--- config.mk ---
export PLATFORM = sky130hd
export DESIGN_NAME = reg_scoreboard
export DESIGN_NICKNAME = d
export VERILOG_FILES = /design/src/rtl/reg_scoreboard_pkg.sv /design/src/rtl/reg_sb_counter.sv /design/src/rtl/reg_scoreboard.sv
export SDC_FILE = /design/constraint.sdc
export NUM_CORES = 1
export LEC_CHECK = 0
export ABC_AREA = 1
export BUFFER_PORTS_ARGS = -buffer_cell sky130_fd_sc_hd__buf_2
export CAP_MARGIN = 20
export CORE_UTILIZATION = 35
export CTS_CLUSTER_DIAMETER = 150
export DETAILED_ROUTE_END_ITERATION = 12
export PLACE_DENSITY = 0.53
export SLEW_MARGIN = 30
export SYNTH_ARGS = -nofsm -noshare
export SYNTH_HDL_FRONTEND = slang
export SYNTH_SLANG_ARGS = --single-unit
--- constraint.sdc ---
create_clock -name clk -period 5.07 [get_ports clk]
set_input_delay 0.2535 -clock clk [delete_from_list [all_inputs] [get_ports clk]]
set_output_delay 0.2535 -clock clk [all_outputs]
set_load 0.01 [all_outputs]
--- src/rtl/reg_scoreboard_pkg.sv ---
// Shared register-file geometry for the scoreboard, register file and pipeline registers.
package reg_scoreboard_pkg;
   localparam int NUM_REGS = 32;
   localparam int ADDR_W   = $clog2(NUM_REGS);
   localparam int CNT_W    = 2;
   localparam int PERF_W   = 16;
   localparam int ZERO_REG = 0;
endpackage

--- src/rtl/reg_sb_counter.sv ---
// Per-register pending-write counter: inc on issue, dec on retire, holds when both.
module reg_sb_counter #(
   parameter int CNT_W = 2
) (
   input  logic             clk,
   input  logic             reset,
   input  logic             inc_i,
   input  logic             dec_i,
   output logic [CNT_W-1:0] cnt_o,
   output logic             underflow_o
);
   logic [CNT_W-1:0] cnt_q, cnt_d;

   // Increment never wraps: the top blocks issue while the count is full.
   always_comb begin
      cnt_d       = cnt_q;
      underflow_o = 1'b0;
      if (inc_i && !dec_i) begin
         cnt_d = cnt_q + CNT_W'(1);
      end else if (dec_i && !inc_i) begin
         if (cnt_q == '0) underflow_o = 1'b1;
         else             cnt_d = cnt_q - CNT_W'(1);
      end
   end

   always_ff @(posedge clk or negedge reset) begin
      if (!reset) cnt_q <= '0;
      else        cnt_q <= cnt_d;
   end

   assign cnt_o = cnt_q;
endmodule

--- src/rtl/reg_scoreboard.sv ---
// RAW-hazard scoreboard for decode: per-register pending-write counts, stall generation,
// sticky retire-underflow flag and a saturating stall-cycle counter.
module reg_scoreboard
   import reg_scoreboard_pkg::*;
(
   input  logic                clk,
   input  logic                reset,
   input  logic                issue_valid,
   input  logic [ADDR_W-1:0]   src1_addr,
   input  logic                src1_used,
   input  logic [ADDR_W-1:0]   src2_addr,
   input  logic                src2_used,
   input  logic [ADDR_W-1:0]   dst_addr,
   input  logic                dst_used,
   input  logic                reg_wr,
   input  logic [ADDR_W-1:0]   reg_wr_addr,
   output logic                stall_flag,
   output logic [NUM_REGS-1:0] busy_mask,
   output logic                underflow_err,
   output logic [PERF_W-1:0]   stall_cycles
);
   logic [NUM_REGS-1:1]            hit, fire, uf_vec;
   logic [NUM_REGS-1:1][CNT_W-1:0] cnt;
   logic [NUM_REGS-1:0][CNT_W-1:0] pend;
   logic                           src1_haz, src2_haz, dst_full, issue_fire;
   logic                           underflow_q, underflow_d;
   logic [PERF_W-1:0]              stall_q, stall_d;

   assign pend[ZERO_REG]      = '0;
   assign busy_mask[ZERO_REG] = 1'b0;

   // A retire against an empty counter is an error, not a pending write, so pend floors at 0.
   for (genvar g = ZERO_REG + 1; g < NUM_REGS; g++) begin : g_reg
      assign hit[g]       = reg_wr && (reg_wr_addr == ADDR_W'(g));
      assign fire[g]      = issue_fire && (dst_addr == ADDR_W'(g));
      assign pend[g]      = (cnt[g] == '0) ? '0 : cnt[g] - CNT_W'(hit[g]);
      assign busy_mask[g] = (cnt[g] != '0);

      reg_sb_counter #(.CNT_W(CNT_W)) u_cnt (
         .clk        (clk),
         .reset      (reset),
         .inc_i      (fire[g]),
         .dec_i      (hit[g]),
         .cnt_o      (cnt[g]),
         .underflow_o(uf_vec[g])
      );
   end

   assign src1_haz   = issue_valid && src1_used && (src1_addr != '0) && (pend[src1_addr] != '0);
   assign src2_haz   = issue_valid && src2_used && (src2_addr != '0) && (pend[src2_addr] != '0);
   assign dst_full   = issue_valid && dst_used && (dst_addr != '0) && (pend[dst_addr] == '1);
   assign stall_flag = src1_haz | src2_haz | dst_full;
   assign issue_fire = issue_valid && !stall_flag && dst_used && (dst_addr != '0);

   always_comb begin
      stall_d     = stall_q;
      underflow_d = underflow_q | (|uf_vec);
      if (stall_flag && (stall_q != '1)) stall_d = stall_q + PERF_W'(1);
   end

   always_ff @(posedge clk or negedge reset) begin
      if (!reset) begin
         stall_q     <= '0;
         underflow_q <= 1'b0;
      end else begin
         stall_q     <= stall_d;
         underflow_q <= underflow_d;
      end
   end

   assign stall_cycles  = stall_q;
   assign underflow_err = underflow_q;
endmodule

; Word level (Yosys, flattened, before mapping)
; Cells that the tools add are included.
; Widths: inputs -> output; s select.
[word_totals]
regBits = 79
input_bits = 27
output_inout_bits = 50
wordCells = 781
[op_classes]
n_addsub = 94
order_cmp = 3
n_eq_ne = 95
muxes = 223
bitwise_logic = 3
reduce_logical = 330
[ops]
columns = op, n
row1 = $mux 2, 127
row2 = $eq 5x5->1 const B, 32
row3 = $logic_and 1x1->1, 137
row4 = $reduce_bool 2->1, 64
row5 = $mux 1, 93
row6 = $eq 5x4->1 const B, 16
row7 = $logic_not 1->1, 63
row8 = $add 2x1->2 const B, 31
row9 = $logic_not 2->1, 31
row10 = $ne 2x1->1 const B, 31
row11 = $reduce_and 2->1, 31
row12 = $sub 2x1->2, 31
row13 = $sub 2x1->2 const B, 31
row14 = $eq 5x3->1 const B, 8
row15 = $reduce_or 31->1, 1
row16 = $bmux 2 s5, 3
row17 = $eq 5x2->1 const B, 4
row18 = $lt 5x6->1 const B, 3
row19 = $add 16x1->16 const B, 1
row20 = $ne 16x16->1 const B, 1
row21 = $reduce_bool 5->1, 3
row22 = $eq 5x1->1 const B, 2
row23 = $or 1x1->1, 3
row24 = $eq 2x2->1 const B, 1

; Depth between registers and ports, before layout
[depth]
word_depth = 21
mapped_depth = 30
ltp_nobuf = 29

; Hierarchy
; A second synthesis with hierarchy kept.
[unflattened]
hier_cells = 1766
area_unflattened_um2 = 9987.1
[modules_own_cells]
columns = mod, n_inst, cells_each, area_each_um2, seq_area_each_um2
row1 = reg_sb_counter, 31, 27, 171.4, 50.0
row2 = reg_scoreboard, 1, 929, 4673.2, 425.4

; Worst setup path after synthesis
; OpenSTA, ideal clock, no wires.
[synth_timing]
path_type = input -> register
startpoint = input port reg_wr
endpoint = register underflow_q (netlist: underflow_err)
setup_ns = 0.148
arrival_time_ns = 3.134
required_time_ns = 4.922
slack_ns = 1.788
stages = 28
n_path_buf = 1
path_cell_list = inv_1 -> nor2_1 -> clkinv_1 -> nor2_1 -> inv_1 -> nor2_1 -> ha_1 -> nand2_1 -> nand2_1 -> nor2_1 -> a21oi_1 -> nand3_1 -> nand2_1 -> nand3_1 -> nand2_1 -> nand2_1 -> nand3_1 -> nand3_4 -> nor2_8 -> buf_8 -> nand2_4 -> inv_2 -> ha_1 -> inv_1 -> nand2_1 -> o22ai_1 -> a2111oi_0 -> nand4_1
[synth_via]
elab_chain_cells = 20
word_cells_on_any_way = 330
cone_classes = 31 x add/sub / 1 x eq/ne / 99 x mux / 3 x bitwise / 196 x reduce/logical
[synth_lines]
columns = element, line_no
row1 = start: declaration, reg_scoreboard.sv:15  ; input logic reg_wr,
row2 = $logic_and 1x1->1, reg_scoreboard.sv:34  ; assign hit[g] = reg_wr && (reg_wr_addr == ADDR_W'(g));
row3 = $sub 2x1->2, reg_scoreboard.sv:36  ; assign pend[g] = (cnt[g] == '0) ? '0 : cnt[g] - CNT_W'(hit[g]);
row4 = $mux 2, reg_scoreboard.sv:36
row5 = "$bmux 2 s5, on equally long branches", "reg_scoreboard.sv:49, reg_scoreboard.sv:50"
row6 = "$mux 2, on equally long branches", "reg_scoreboard.sv:49, reg_scoreboard.sv:50"
row7 = "$reduce_bool 2->1, on equally long branches", "reg_scoreboard.sv:49, reg_scoreboard.sv:50"
row8 = "$logic_and 1x1->1, on equally long branches", "reg_scoreboard.sv:49, reg_scoreboard.sv:50"
row9 = $or 1x1->1 (2 in a row), reg_scoreboard.sv:52  ; assign stall_flag = src1_haz | src2_haz | dst_full;
row10 = [... 4 more ...], -
row11 = $logic_and 1x1->1, reg_scoreboard.sv:35  ; assign fire[g] = issue_fire && (dst_addr == ADDR_W'(g));
row12 = $logic_not 1->1, reg_sb_counter.sv:20  ; end else if (dec_i && !inc_i) begin
row13 = $logic_and 1x1->1, reg_sb_counter.sv:20
row14 = $mux 1, reg_sb_counter.sv:20
row15 = $mux 1, reg_sb_counter.sv:18  ; if (inc_i && !dec_i) begin
row16 = $reduce_or 31->1 *, reg_scoreboard.sv:57  ; underflow_d = underflow_q | (|uf_vec);
row17 = $or 1x1->1 *, reg_scoreboard.sv:57
row18 = named net underflow_d, reg_scoreboard.sv:26  ; logic underflow_q, underflow_d;
row19 = end signal: assignment, reg_scoreboard.sv:67  ; underflow_q <= underflow_d;
row20 = end: declaration, reg_scoreboard.sv:26
; The timed path passes the listed nets; every way through them passes the cells marked *. The select of a mux whose other input is x is not followed.
; A chain may end at the register's enable or synchronous reset.

; Worst setup path in the final report
[layout_timing]
startpoint = input port reg_wr_addr[4]
endpoint = register underflow_q (netlist: underflow_err)
[layout_via]
elab_chain_cells = 21
word_cells_on_any_way = 361
cone_classes = 31 x add/sub / 32 x eq/ne / 99 x mux / 3 x bitwise / 196 x reduce/logical
[layout_lines]
columns = element, line_no
row1 = start: declaration, reg_scoreboard.sv:16  ; input logic [ADDR_W-1:0] reg_wr_addr,
row2 = $eq 5x1->1 (tied with other cells), reg_scoreboard.sv:34
row3 = $logic_and 1x1->1, reg_scoreboard.sv:34
row4 = $sub 2x1->2, reg_scoreboard.sv:36
row5 = $mux 2, reg_scoreboard.sv:36
row6 = "$bmux 2 s5, on equally long branches", "reg_scoreboard.sv:49, reg_scoreboard.sv:50"
row7 = "$mux 2, on equally long branches", "reg_scoreboard.sv:49, reg_scoreboard.sv:50"
row8 = "$reduce_bool 2->1, on equally long branches", "reg_scoreboard.sv:49, reg_scoreboard.sv:50"
row9 = "$logic_and 1x1->1, on equally long branches", "reg_scoreboard.sv:49, reg_scoreboard.sv:50"
row10 = [... 6 more ...], -
row11 = $logic_and 1x1->1, reg_scoreboard.sv:35
row12 = $logic_not 1->1, reg_sb_counter.sv:20
row13 = $logic_and 1x1->1, reg_sb_counter.sv:20
row14 = $mux 1, reg_sb_counter.sv:20
row15 = $mux 1, reg_sb_counter.sv:18
row16 = $reduce_or 31->1 *, reg_scoreboard.sv:57
row17 = $or 1x1->1 *, reg_scoreboard.sv:57
row18 = named net underflow_d, reg_scoreboard.sv:26
; Marked as above.

==> flow_metrics.py <==
metrics = {
    "hold_path": {
        "min_path_type": "in -> async",
    },
    "worst_setup_path": {
        "rr_worst_depth": 24,
        "critPathCaptureType": "flop",
        "start_kind": "primary input",
        "reg2reg_to": "underflow_err",
        "cp_slowest_stage_delay_ps": 730,
        "cp_slowest_cell": "a2111oi_0",
        "cp_top_family": "simple AND/OR/NAND/NOR gates",
        "r2r_setup_slack_ps": 800,
        "crit_required_ps": 5260,
        "arrival_ps": 4970,
        "path_max_fanout": 18,
        "crit_type": "in -> reg",
        "r2r_start": "g_reg[23].u_cnt.cnt_o[0]",
        "path_buf_inv": 6,
        "crit_top_cell": "nand2_1",
    },
    "global_routing": {
        "grt_pass1_wl_mm": 49.8,
        "grt_use_total": 0.248,
        "grt_max_degree": 58,
        "grt-ovfl-total": 0,
        "antenna_found_initial": 0,
        "grt_pass1_vias": 8805,
    },
    "timing": {
        "finClkSkew_ps": 14.5,
        "post-route-min-period_ps": 4780,
        "rsz0062_at_grt": "false",
        "fmax_mhz": 209,
        "worst_slew_pin_slew_ps": 885,
        "setup_tns_ps": 0,
        "hold_viol": 0,
        "relSlewSlack": 0.395,
        "report.final.slew_viol_count": 0,
        "period_share": 0.943,
        "setup_viol": 0,
    },
    "detailed_routing": {
        "drc": 0,
        "drt-total-wl_mm": 32.5,
        "viasPerCell": 5.05,
        "drtIter0Drc": 775,
        "routedWlPerCell_um": 17.2,
        "vias": 9575,
        "first_pass_iters": 6,
        "ant_nets": 0,
    },
    "placement": {
        "hpwlAfterDp_mm": 25.2,
        "place_congestion": 0.966,
        "io_buffers": 75,
        "numPlacedInstances": 1878,
    },
    "logic_synthesis": {
        "synth_edf_count": 0,
        "yosysUniqueCellTypes": 47,
        "ys_seq_elements": 79,
        "synth_cells": 1488,
        "ys.flop_type": "dfrtp_1",
        "async_flop_share": 1.00,
        "synth_nets": 1609,
        "synth.most_common_cell": "nand2_1",
        "synth_seq_area_share": 0.216,
        "synth_top_area_cell": "dfrtp_1",
        "yosys.area.top_type_share": 0.216,
        "netlist_top_cells_count": "374 x nand2_1, 270 x inv_1, 175 x nand3_1, 167 x nor2_1, 94 x ha_1",
        "synthesis.area_um2": 9150,
        "syn_area_per_cell_um2": 6.15,
        "synth_area_leaders": "dfrtp_1 22%, nand2_1 15%, ha_1 13%",
        "ys_warn_count": 0,
    },
    "cts": {
        "insertion_delay_ps": 370,
        "numCtsBuffers": 9,
        "clk_pin_slew_worst_paths_ps": 80,
        "tritoncts": "built",
        "cts_root_buf": "clkbuf_16",
        "cts_htree_levels": 3,
        "cts_sinks": 79,
        "cts.path.max_buffers": 2,
    },
    "floorplan": {
        "die_w_um": 164,
        "core_area_um2": 25400,
        "dieArea_um2": 26800,
        "row_count": 58,
        "ios": 77,
        "start_util": 0.360,
        "die_h_um": 164,
    },
    "final_layout": {
        "fin_util": 0.399,
        "drive_above_1_share": 0.106,
        "diodes": 0,
        "fin_cells": 1895,
        "syn2layout_area_growth_pct": 10.7,
        "fin_nets": 1681,
    },
    "power_and_ir_drop": {
        "peakVddDrop_uv": 161,
        "p_total_mw": 2.63,
        "power.density_nw_per_um2": 259,
        "p_leak_nw": 5.26,
    },
    "status": {
        "status": "completed",
    },
    "job": {
        "drv_cap": 0,
    },
}
==> routing by layer <==
| metal | GRT usage | wire, um |
|---|---|---|
| met4 | 0.0770 | 920 |
| met5 | 0 | 0 |
| met2 | 0.392 | 14000 |
| met3 | 0.0381 | 2280 |
| met1 | 0.344 | 15300 |
==> worst max-delay path by stage <==
stage | endpoint | slack [ps] | depth (start not counted) | from
3_3_place_gp | underflow_err | 130 | 29 | reg_wr
2_1_floorplan | underflow_err | 1790 | 28 | reg_wr
5_1_grt | underflow_err | 50 | 29 | reg_wr
3_5_place_dp | underflow_err | 80 | 28 | reg_wr_addr[4]
6_report | underflow_err | 290 | 28 | reg_wr_addr[4]
4_1_cts | underflow_err | 470 | 28 | reg_wr_addr[4]
==> where the power goes <==
group / total [mW] / leakage (nW) / switching, mW / internal, mW
Clock: 0.684 / 0.133 / 0.340 / 0.343
Combinational: 1.09 / 4.12 / 0.753 / 0.334
Sequential: 0.858 / 1.01 / 0.107 / 0.751
Total: 2.63 / 5.26 / 1.20 / 1.43
==> cells by family after synthesis <==
group | after synthesis | share of synthesized area
XOR/XNOR | 29 | 0.0278
adder cells (fa/ha/maj) | 94 | 0.129
other | 1 | 0.000410
buffers and inverters | 315 | 0.141
AND/OR/NAND/NOR | 815 | 0.393
AO/OA/AOI/OAI | 155 | 0.0931
flip-flops | 79 | 0.216
==> flip-flops by register name, summed over array words and instances (netlist names) <==
register,count
underflow_err,1
stall_cycles,16
g.u_cnt.cnt_o,62
==> timing repair <==
item	in CTS	in global routing
setup endpoints to repair	0	1
buffers inserted	0	0
hold buffers	1	0
resized for setup	0	1
hold endpoints to repair	22	0
==> layout make-up <==
cell class,count,area (um2)
fillers,2800,15300
inverters,287,1090
well taps,330,413
clock buffers,9,225
flip-flops and latches,79,1980
multi-input cells,1094,5880
repair buffers,89,485
clock inverters,7,62.6
==> stage by stage <==
stage | worst slack, ps | hold WS, ps | area (um2)
after CTS | 467 | 354 | 10100
after global placement | 130 | 190 | 9830
final | 288 | 333 | 10100
after global routing | 46.0 | 368 | 10100
after floorplan | 1790 | -42.1 | 9150
after detailed placement | 84.1 | 193 | 9830
==> placed cells by master (no fill, tap or decap), types with 2 or more instances in the layout <==
master	count
xor2_1	24
nor3_1	23
or2_2	7
clkbuf_16	9
nand3_1	175
buf_2	74
xnor2_1	5
nand4_1	25
o21ai_1	6
inv_8	2
nand3_2	3
inv_6	2
o22ai_1	12
a211oi_1	4
ha_1	94
clkinvlp_4	4
nor2_1	167
a32o_1	2
buf_4	14
inv_1	270
a21oi_1	62
nor2_8	2
nand2_4	4
nand3b_1	3
o211ai_1	6
nor4_1	2
nand2_1	374
o21ai_0	55
nor2_2	17
inv_4	2
nor2_4	5
nand2_2	6
dfrtp_1	79
inv_2	12
No activity file was read; power rests on OpenSTA's default activity.
